<file path="src/rtl/kyber_pkg.sv">
// Shared Kyber constants, the reducer tag type and the Montgomery reduction
// arithmetic used by the reducer pipeline.
package kyber_pkg;

  localparam int KYBER_Q    = 3329;
  localparam int KYBER_QINV = -3327;  // q^-1 mod 2^16, signed representative
  localparam int COEF_W     = 16;
  localparam int PROD_W     = 32;

  typedef logic signed [COEF_W-1:0] coef_t;
  typedef logic signed [PROD_W-1:0] prod_t;

  // Travels alongside an operation through the reducer pipeline so the
  // result can be steered to the response FIFO of the requester that issued it.
  typedef struct packed {
    logic vld;
    logic id;
  } tag_t;

  // t = (a - sext16((a * QINV) mod 2^16) * Q) >>> 16.
  // The subtraction clears the low 16 bits, so the result is simply the
  // upper half of the 32-bit difference.
  function automatic coef_t mont_reduce_f(input prod_t a);
    logic [COEF_W-1:0] u;
    prod_t             diff;
    u    = COEF_W'(a[COEF_W-1:0] * COEF_W'(KYBER_QINV));
    diff = a - prod_t'($signed(u)) * prod_t'(KYBER_Q);
    return diff[PROD_W-1:COEF_W];
  endfunction

endpackage

</file>
<file path="src/rtl/montgomery_reduce.sv">
// Enable-gated Montgomery reducer. The first stage captures a new result
// only when set is high; any further stages advance every cycle so the
// result stays aligned with a tag pipe of the same depth. Output t is valid
// LAT clock edges after set is sampled.
module montgomery_reduce
  import kyber_pkg::*;
#(
  parameter int LAT = 1
) (
  input  logic              clk,
  input  logic              reset,
  input  logic              set,
  input  logic [PROD_W-1:0] a,
  output logic [COEF_W-1:0] t
);

  logic [COEF_W-1:0] stage_q [LAT];
  logic [COEF_W-1:0] stage_d [LAT];

  // Stage 0 loads on set and holds otherwise; later stages shift freely.
  always_comb begin
    stage_d[0] = stage_q[0];
    if (set) begin
      stage_d[0] = mont_reduce_f(a);
    end
    for (int j = 1; j < LAT; j++) begin
      stage_d[j] = stage_q[j-1];
    end
  end

  // Pipeline registers.
  always_ff @(posedge clk) begin
    if (reset) begin
      for (int j = 0; j < LAT; j++) begin
        stage_q[j] <= '0;
      end
    end else begin
      for (int j = 0; j < LAT; j++) begin
        stage_q[j] <= stage_d[j];
      end
    end
  end

  assign t = stage_q[LAT-1];

endmodule

</file>
<file path="src/rtl/rsp_fifo.sv">
// Small synchronous show-ahead FIFO for reducer results. The head entry is
// presented combinationally and forced to zero while empty so the response
// data port reads 0 out of reset. The upstream credit scheme guarantees a
// free slot for every push; the full check only protects the storage.
module rsp_fifo #(
  parameter int DEPTH = 2,
  parameter int W     = 16
) (
  input  logic         clk,
  input  logic         reset,
  input  logic         push,
  input  logic [W-1:0] din,
  input  logic         pop,
  output logic         valid,
  output logic [W-1:0] dout
);

  localparam int AW = (DEPTH > 1) ? $clog2(DEPTH) : 1;
  localparam int CW = $clog2(DEPTH + 1);
  localparam logic [AW-1:0] LAST = AW'(DEPTH - 1);

  logic [W-1:0]  mem_q [DEPTH];
  logic [AW-1:0] wr_ptr_q, wr_ptr_d;
  logic [AW-1:0] rd_ptr_q, rd_ptr_d;
  logic [CW-1:0] count_q, count_d;
  logic          do_push, do_pop;

  // Pointer and occupancy bookkeeping; pops on an empty FIFO are ignored.
  always_comb begin
    do_pop   = pop && (count_q != '0);
    do_push  = push && ((count_q != CW'(DEPTH)) || do_pop);
    wr_ptr_d = wr_ptr_q;
    rd_ptr_d = rd_ptr_q;
    if (do_push) begin
      wr_ptr_d = (wr_ptr_q == LAST) ? '0 : wr_ptr_q + AW'(1);
    end
    if (do_pop) begin
      rd_ptr_d = (rd_ptr_q == LAST) ? '0 : rd_ptr_q + AW'(1);
    end
    count_d = count_q + CW'(do_push) - CW'(do_pop);
  end

  // Control registers; reset empties the FIFO.
  always_ff @(posedge clk) begin
    if (reset) begin
      wr_ptr_q <= '0;
      rd_ptr_q <= '0;
      count_q  <= '0;
    end else begin
      wr_ptr_q <= wr_ptr_d;
      rd_ptr_q <= rd_ptr_d;
      count_q  <= count_d;
    end
  end

  // Storage array; contents are don't-care until written.
  always_ff @(posedge clk) begin
    if (do_push) begin
      mem_q[wr_ptr_q] <= din;
    end
  end

  assign valid = (count_q != '0);
  assign dout  = valid ? mem_q[rd_ptr_q] : '0;

endmodule

</file>
<file path="src/rtl/mont_reduce_arbiter.sv">
// Two-port round-robin front end for a shared Montgomery reducer. Each
// request is tagged with its requester id, the tag follows the reducer
// pipeline, and the result lands in that requester's response FIFO. A
// requester may only issue while it holds a credit, and credits come back
// only when a response is popped, so a result never finds its FIFO full.
module mont_reduce_arbiter
  import kyber_pkg::*;
#(
  parameter int LAT   = 1,
  parameter int DEPTH = 2
) (
  input  logic        clk,
  input  logic        reset,
  input  logic [1:0]  req_valid,
  output logic [1:0]  req_ready,
  input  logic [31:0] req_a0,
  input  logic [31:0] req_a1,
  output logic [1:0]  rsp_valid,
  input  logic [1:0]  rsp_ready,
  output logic [15:0] rsp_t0,
  output logic [15:0] rsp_t1,
  output logic        busy
);

  localparam int CW = $clog2(DEPTH + 1);

  logic [CW-1:0]     credit_q [2];
  logic [CW-1:0]     credit_d [2];
  logic              rr_q, rr_d;
  tag_t              tag_q [LAT];
  tag_t              tag_d [LAT];

  logic [1:0]        elig;
  logic [1:0]        gnt;
  logic [1:0]        pop;
  logic [1:0]        push;
  logic              red_set;
  logic [PROD_W-1:0] red_a;
  logic [COEF_W-1:0] red_t;
  logic [COEF_W-1:0] fifo_dout [2];
  logic              tag_any;

  // Arbitration: a lone eligible requester wins; on a tie rr decides.
  // Credits are the registered values, so a same-cycle pop cannot revive
  // a requester that is out of credit. Nothing is granted during reset.
  always_comb begin
    elig = '0;
    gnt  = '0;
    rr_d = rr_q;
    for (int i = 0; i < 2; i++) begin
      elig[i] = req_valid[i] && (credit_q[i] != '0);
    end
    if (!reset) begin
      case (elig)
        2'b01:   gnt = 2'b01;
        2'b10:   gnt = 2'b10;
        2'b11:   gnt = rr_q ? 2'b10 : 2'b01;
        default: gnt = 2'b00;
      endcase
    end
    // rr names the requester that wins the next tie: the one just passed over.
    if (gnt != 2'b00) begin
      rr_d = gnt[0];
    end
    red_set = |gnt;
    red_a   = gnt[1] ? req_a1 : req_a0;
  end

  assign req_ready = gnt;

  // Credit accounting: a grant spends one, a pop returns one.
  always_comb begin
    pop = rsp_valid & rsp_ready;
    for (int i = 0; i < 2; i++) begin
      credit_d[i] = credit_q[i] - CW'(gnt[i]) + CW'(pop[i]);
    end
  end

  // Tag pipe matching the reducer latency; the last stage steers the push.
  always_comb begin
    tag_d[0].vld = |gnt;
    tag_d[0].id  = gnt[1];
    for (int j = 1; j < LAT; j++) begin
      tag_d[j] = tag_q[j-1];
    end
    push[0] = tag_q[LAT-1].vld && !tag_q[LAT-1].id;
    push[1] = tag_q[LAT-1].vld &&  tag_q[LAT-1].id;
    tag_any = 1'b0;
    for (int j = 0; j < LAT; j++) begin
      tag_any = tag_any | tag_q[j].vld;
    end
  end

  // State registers. Reset drops every in-flight tag, so results still in
  // the reducer are never written, and refills the credits.
  always_ff @(posedge clk) begin
    if (reset) begin
      for (int i = 0; i < 2; i++) begin
        credit_q[i] <= CW'(DEPTH);
      end
      rr_q <= 1'b0;
      for (int j = 0; j < LAT; j++) begin
        tag_q[j] <= '0;
      end
    end else begin
      for (int i = 0; i < 2; i++) begin
        credit_q[i] <= credit_d[i];
      end
      rr_q <= rr_d;
      for (int j = 0; j < LAT; j++) begin
        tag_q[j] <= tag_d[j];
      end
    end
  end

  montgomery_reduce #(
    .LAT(LAT)
  ) u_reduce (
    .clk  (clk),
    .reset(reset),
    .set  (red_set),
    .a    (red_a),
    .t    (red_t)
  );

  generate
    for (genvar gi = 0; gi < 2; gi++) begin : g_fifo
      rsp_fifo #(
        .DEPTH(DEPTH),
        .W    (COEF_W)
      ) u_fifo (
        .clk  (clk),
        .reset(reset),
        .push (push[gi]),
        .din  (red_t),
        .pop  (rsp_ready[gi]),
        .valid(rsp_valid[gi]),
        .dout (fifo_dout[gi])
      );
    end
  endgenerate

  assign rsp_t0 = fifo_dout[0];
  assign rsp_t1 = fifo_dout[1];
  assign busy   = tag_any | (|rsp_valid);

endmodule

</file>
<file path="config.mk">
export PLATFORM = sky130hd
export DESIGN_NAME = mont_reduce_arbiter
export DESIGN_NICKNAME = d
export VERILOG_FILES = /design/src/rtl/kyber_pkg.sv /design/src/rtl/montgomery_reduce.sv /design/src/rtl/rsp_fifo.sv /design/src/rtl/mont_reduce_arbiter.sv
export SDC_FILE = /design/constraint.sdc
export NUM_CORES = 1
export LEC_CHECK = 0
export CAP_MARGIN = 25
export CORE_MARGIN = 3
export CORE_UTILIZATION = 51
export DETAILED_ROUTE_END_ITERATION = 10
export DONT_BUFFER_PORTS = 1
export PLACE_DENSITY = 0.66
export SLEW_MARGIN = 10
export SYNTH_ARGS = -nofsm -noshare
export SYNTH_HDL_FRONTEND = slang
export SYNTH_HIERARCHICAL = 1
export SYNTH_SLANG_ARGS = --single-unit
</file>
<file path="constraint.sdc">
create_clock -name clk -period 13.05 [get_ports clk]
set_input_delay 1.305 -clock clk [delete_from_list [all_inputs] [get_ports clk]]
set_output_delay 1.305 -clock clk [all_outputs]
set_load 0.05 [all_outputs]
</file>
# Word-level counts from Yosys, hierarchy flattened
# Memory sizes are Yosys's and may differ from the RTL's. A register that Yosys moved wholly into a read port is not among the register bits.
# Cells that the tools add are included.
[classes]
n_addsub = 13
n_mul = 2
n_div = 0
order_cmp = 0
n_eq_ne = 5
shift = 0
mux = 28
bitwise = 4
reduce_logical = 20
[ops]
columns = ["operator", "count"]
rows = [
  ["$mux 16", 4],
  ["$mux 32", 1],
  ["$sub 32x32->32", 1],
  ["$mul 16x13->29 const B", 1],
  ["$mux 1", 17],
  ["$mul 16x13->16 const B", 1],
  ["$reduce_or 16->1", 1],
  ["$mux 2", 5],
  ["$reduce_bool 2->1", 5],
  ["$add 2x1->2", 4],
  ["$logic_and 1x1->1", 8],
  ["$sub 2x1->2", 4],
  ["$pmux 2 s3", 1],
  ["$reduce_or 2->1", 3],
  ["$add 1x1->1 const B", 4],
  ["$eq 2x2->1 const B", 2],
  ["$ne 2x2->1 const B", 2],
  ["$or 1x1->1", 3],
  ["$and 2x2->2", 1],
  ["$eq 2x1->1 const B", 1],
  ["$logic_or 1x1->1", 2],
  ["$logic_not 1->1", 1],
]
[totals]
regBits = 9
latchBits = 0
mem_bits_rw = 86
romBits = 0
word_cells = 84
memories = 5
[mem_list]
columns = ["name", "words", "word_bits", "read_ports", "rd_ports_with_merged_regs", "write_ports", "line", "text"]
rows = [
  ["g_fifo[0].u_fifo.mem_q", 2, 16, 1, 1, 1, "rsp_fifo.sv:22", "logic [W-1:0] mem_q [DEPTH];"],
  ["g_fifo[1].u_fifo.mem_q", 2, 16, 1, 1, 1, "rsp_fifo.sv:22", ""],
  ["u_reduce.stage_q", 1, 16, 1, 0, 1, "montgomery_reduce.sv:17", "logic [COEF_W-1:0] stage_q [LAT];"],
  ["credit_q", 2, 2, 2, 0, 2, "mont_reduce_arbiter.sv:27", "logic [CW-1:0] credit_q [2];"],
  ["tag_q", 1, 2, 1, 0, 1, "mont_reduce_arbiter.sv:30", "tag_t tag_q [LAT];"],
]

# Depth between registers and ports, before layout
[logic_depth]
ltp_word = 11
mapped_depth = 33
ltp_nobuf = 32

# By module
# The synthesis kept the hierarchy.
[by_module_without_submodules]
columns = ["module", "n_inst", "cells_each", "area_each_um2", "seq_area_each_um2"]
rows = [
  ["montgomery_reduce", 1, 590, 5290.1, 320.3],
  ["rsp_fifo", 2, 94, 1451.4, 1061.0],
  ["mont_reduce_arbiter", 1, 75, 773.2, 140.1],
]

# Least setup slack after synthesis
# Ideal clock, no wire load.
[synth_path]
path_type = "input -> register"
from = "input port reset"
to = "memory u_reduce.stage_q[0][14]"
t_arrival_ns = 11.320
required_time_ns = 12.933
setup_slack_ns = 1.613
stages = 33
cell_sequence = "clkbuf_1 -> a211oi_4 -> buf_6 -> mux2_2 -> ha_1 -> fa_1 -> inv_1 -> fa_1 -> inv_1 -> fa_1 -> ha_1 -> ha_1 -> ha_1 -> a21o_1 -> a21oi_1 -> xnor2_1 -> xnor2_1 -> ha_1 -> ha_1 -> inv_1 -> fa_1 -> fa_1 -> inv_1 -> ha_1 -> fa_1 -> inv_1 -> ha_1 -> o21a_1 -> o21ai_1 -> o21ba_2 -> a221o_1 -> or3_1 -> a32o_1"
[synth_between]
elab_chain_len = 7
elab_cells_between_ends = 13
cone_classes = "add/sub (1); mul (2); mux (8); reduce/logical (2)"
[synth_lines]
columns = ["element", "line", "text"]
rows = [
  ["start: declaration", "mont_reduce_arbiter.sv:13", "input logic reset,"],
  ["$mux 2 (*)", "mont_reduce_arbiter.sv:53", "if (!reset) begin"],
  ["$mux 32 (*)", "mont_reduce_arbiter.sv:66", "red_a = gnt[1] ? req_a1 : req_a0;"],
  ["via red_a[4]", "mont_reduce_arbiter.sv:38", "logic [PROD_W-1:0] red_a;"],
  ["$mul 16x13->16", "kyber_pkg.sv:26", "u = COEF_W'(a[COEF_W-1:0] * COEF_W'(KYBER_QINV));"],
  ["$mul 16x13->29", "kyber_pkg.sv:27", "diff = a - prod_t'($signed(u)) * prod_t'(KYBER_Q);"],
  ["$sub 32x32->32 (*)", "kyber_pkg.sv:27", ""],
  ["$mux 16 (*)", "montgomery_reduce.sv:23", "if (set) begin"],
  ["$mux 16 (no source line) (*)", "-", ""],
  ["end: declaration", "montgomery_reduce.sv:17", ""],
]
# Mark *: on every way through the listed nets, which the timed path passes. The rest lies on a longest branch.

# Final worst setup path
[layout_path]
from = "input port req_valid[0]"
to = "memory u_reduce.stage_q[0][14]"
[layout_between]
elab_chain_len = 10
elab_cells_between_ends = 13
cone_classes = "add/sub (1); mul (2); eq/ne (3); mux (5); reduce/logical (2)"
[layout_lines]
columns = ["element", "line", "text"]
rows = [
  ["start: declaration", "mont_reduce_arbiter.sv:14", "input logic [1:0] req_valid,"],
  ["$logic_and 1x1->1 (*)", "mont_reduce_arbiter.sv:51", "elig[i] = req_valid[i] && (credit_q[i] != '0);"],
  ["$eq 2x2->1 / $eq 2x1->1 (equally long branches)", "mont_reduce_arbiter.sv:54", "case (elig)"],
  ["$pmux 2 s3 (*)", "mont_reduce_arbiter.sv:54", ""],
  ["$mux 2 (*)", "mont_reduce_arbiter.sv:53", ""],
  ["via req_ready[1]", "mont_reduce_arbiter.sv:15", "output logic [1:0] req_ready,"],
  ["$mux 32 (*)", "mont_reduce_arbiter.sv:66", ""],
  ["via red_a[1]", "mont_reduce_arbiter.sv:38", ""],
  ["$mul 16x13->16", "kyber_pkg.sv:26", ""],
  ["$mul 16x13->29", "kyber_pkg.sv:27", ""],
  ["$sub 32x32->32 (*)", "kyber_pkg.sv:27", ""],
  ["$mux 16 (*)", "montgomery_reduce.sv:23", ""],
  ["$mux 16 (no source line) (*)", "-", ""],
]
# Marks and branches as above.

==> results.sh <==
export IMPL_synth_xor_area_frac=0.0342
export IMPL_max_stage_delay_ns=0.64
export IMPL_grt_max_degree=43
export IMPL_fin_nets=1137
export IMPL_cts_setup_buffers=0
export IMPL_clk_path_buf_depth=2
export IMPL_core_region_area_sq_mm=0.0169
export IMPL_synthSimpleGateAreaFrac=0.0834
export IMPL_hp_class="reg -> reg"
export IMPL_numCtsBuffers=9
export IMPL_cts_htree_levels=3
export IMPL_vias=5747
export IMPL_hpwl_microns=14200
export IMPL_worstRegToRegCells=33
export IMPL_yosys_area_share_adder=0.345
export IMPL_diodes=0
export IMPL_syn_area_per_cell_sq_um=10.5
export IMPL_slew_viol_final=0
export IMPL_drtIter0Drc=177
export IMPL_portBuffers=0
export IMPL_drcViolationCount=0
export IMPL_worst_pin_slew_ns=1.05
export IMPL_wirelength_microns=17100
export IMPL_worst_ep_arrival_time_ns=11.41
export IMPL_netlist_area_sq_mm=0.00897
export IMPL_crit_start="req_valid[0]"
export IMPL_ys_types=72
export IMPL_synth_async_reset_ratio=0
export IMPL_max_freq_ghz=0.0894
export IMPL_synth_edf_count=64
export IMPL_die_w_microns=139
export IMPL_crit_required_ns=13.27
export IMPL_synthTopCellsByArea="ha_1 22%, edfxtp_1 21%, fa_1 13%"
export IMPL_crit_type="in -> reg"
export IMPL_synth_area_leader_cell="ha_1"
export IMPL_synthFlopType="edfxtp_1"
export IMPL_io_pins=107
export IMPL_cp_max_fo=26
export IMPL_vias_per_cell=5.33
export IMPL_gr_total_overflow=0
export IMPL_synth_warnings=6
export IMPL_hold_start="g_fifo[0].u_fifo/rd_ptr_q$_SDFFE_PP0N_"
export IMPL_synth_compound_area_frac=0.0816
export IMPL_rsz0062_at_grt="no"
export IMPL_track_usage=0.180
export IMPL_cts_repair_resized=0
export IMPL_ys_seq_area_frac=0.288
export IMPL_setup_viol=0
export IMPL_yosys_top_cells_count="177 x inv_1, 156 x ha_1, 64 x edfxtp_1, 57 x fa_1, 57 x nor2_1"
export IMPL_synth_top_area_frac=0.218
export IMPL_fin_tns_setup_ns=0
export IMPL_final_area_sq_mm=0.00947
export IMPL_muxShareOfSynthArea=0.0816
export IMPL_initial_core_util=0.531
export IMPL_wl_per_cell_microns=15.9
export IMPL_hold_viol=0
export IMPL_reg2reg_from="credit_q[0][1]$_SDFF_PP1_"
export IMPL_cts_root_buf="clkbuf_16"
export IMPL_drt_pre_antenna_iters=4
export IMPL_antenna_found_initial=1
export IMPL_drv_cap=0
export IMPL_std_cell_rows=47
export IMPL_start_kind="input port"
export IMPL_clk_pin_slew_ns=0.06
export IMPL_die_area_sq_mm=0.0192
export IMPL_end_kind="register"
export IMPL_nFillCells=1474
export IMPL_syn2layout_area_growth_pct=5.57
export IMPL_min_delay_path_depth=2
export IMPL_status="complete, no violations"
export IMPL_clk_insertion_delay_late_ns=0.33
export IMPL_cts_tree="yes"
export IMPL_cts_hold_buf=0
export IMPL_slew_headroom=0.297
export IMPL_synth_most_common_cell="inv_1"
export IMPL_cp_slowest_cell="a211oi_4"
export IMPL_skew_ns=0.00746
export IMPL_fin_crit_sh=0.857
export IMPL_ys_ff_latch=97
export IMPL_grt_pass1_vias=5979
export IMPL_cp_common_cell="ha_1"
export IMPL_clock_sink_count=97
export IMPL_synth_nets=1136
export IMPL_grt_pass1_wl_microns=28700
export IMPL_postPlaceCellArea_sq_mm=0.00920
export IMPL_period_minus_slack_ns=11.18
export IMPL_fp_dieH_microns=139
export IMPL_synthCells=853
export IMPL_synth_top_family_by_area="adder cells"
export IMPL_drtAntennaViolNets=0
export IMPL_place_congestion=0.887
export IMPL_layout_drive_gt1_share=0.0851
==> sequential cells by signal, indices dropped and copies added, names as in the netlist, named ones only <==
| signal | cells |
|---|---|
| g_fifo.u_fifo/mem_q | 64 |
| u_reduce/stage_q | 16 |
| credit_q | 4 |
| g_fifo.u_fifo/count_q | 4 |
| g_fifo.u_fifo/rd_ptr_q | 2 |
| g_fifo.u_fifo/wr_ptr_q | 2 |
| tag_q | 2 |
| rr_q | 1 |
==> metrics by stage <==
stage | cells | util | hold slack [ns] | worst slack, ns
2_1_floorplan | 853 | - | 0.452 | 1.61
3_3_place_gp | 1062 | 0.545 | 0.474 | 1.77
3_5_place_dp | 1062 | 0.545 | 0.494 | 1.46
4_1_cts | 1077 | 0.560 | 0.510 | 1.80
5_1_grt | 1078 | 0.561 | 0.531 | 1.33
6_report | 1078 | 0.561 | 0.506 | 1.87
==> layout make-up <==
cell class	count	area [sq um]	share of cell area
clock buffer	11	233	0.0246
inverter	179	672	0.0710
tap	220	275	0.0291
timing repair buffer	6	52.6	0.00555
clock inverter	4	21.3	0.00225
multi-input combinational	561	5630	0.595
sequential	97	2580	0.273
==> worst max-delay path: cells and delay by family <==
kind	cells	cell delay, ns
AO/OA/AOI/OAI	9	2.28
AND/OR/NAND/NOR	1	0.36
multiplexers	1	0.39
XOR/XNOR	2	0.77
adder cells (fa/ha/maj)	13	5.34
buffers and inverters	7	0.91
==> logic make-up (layout without fill, tap and decap cells) <==
group / after synthesis / after routing
AO/OA/AOI/OAI: 101 / 101
XOR/XNOR: 35 / 35
adder cells (fa/ha/maj): 213 / 213
buffers and inverters: 195 / 200
flip-flops: 97 / 97
multiplexers: 68 / 68
AND/OR/NAND/NOR: 144 / 144
==> cell usage in the layout (no fill, tap or decap), types with 5 or more instances in the layout <==
master	instances
nand3b_1	5
xor2_1	13
buf_4	5
and3_1	6
ha_1	156
nand3_1	7
fa_1	57
or3_1	8
clkbuf_16	9
xnor2_1	21
a21o_1	10
mux2i_1	33
nor2b_1	6
inv_1	177
mux2_2	33
a21oi_1	21
nand2_1	16
nor3b_1	7
a211oi_1	5
nand2b_1	7
o21ai_0	21
dfxtp_1	33
nor2_1	55
edfxtp_1	64
==> per-layer routing <==
metal / part of all wire / global-route usage / vias up
met5: 0.00041 / 0 / -
met1: 0.47 / 0.244 / 2743
met2: 0.48 / 0.303 / 113
met3: 0.036 / 0.0266 / 16
met4: 0.012 / 0.0510 / 2
li1: - / - / 2873
==> path summary, 6_finish.rpt <==
kind | to | slack, ns
worst min register to register | g_fifo[0].u_fifo/rd_ptr_q$_SDFFE_PP0N_ | 0.51
worst max register to register | u_reduce/stage_q[0][14]$_SDFFE_PP0P_ | 2.39
worst min-delay path | g_fifo[0].u_fifo/rd_ptr_q$_SDFFE_PP0N_ | 0.51
worst max-delay path | u_reduce/stage_q[0][14]$_SDFFE_PP0P_ | 1.87
Power is not shown: default switching activity piles up to over one toggle a cycle in this logic, so the estimate is an artifact.
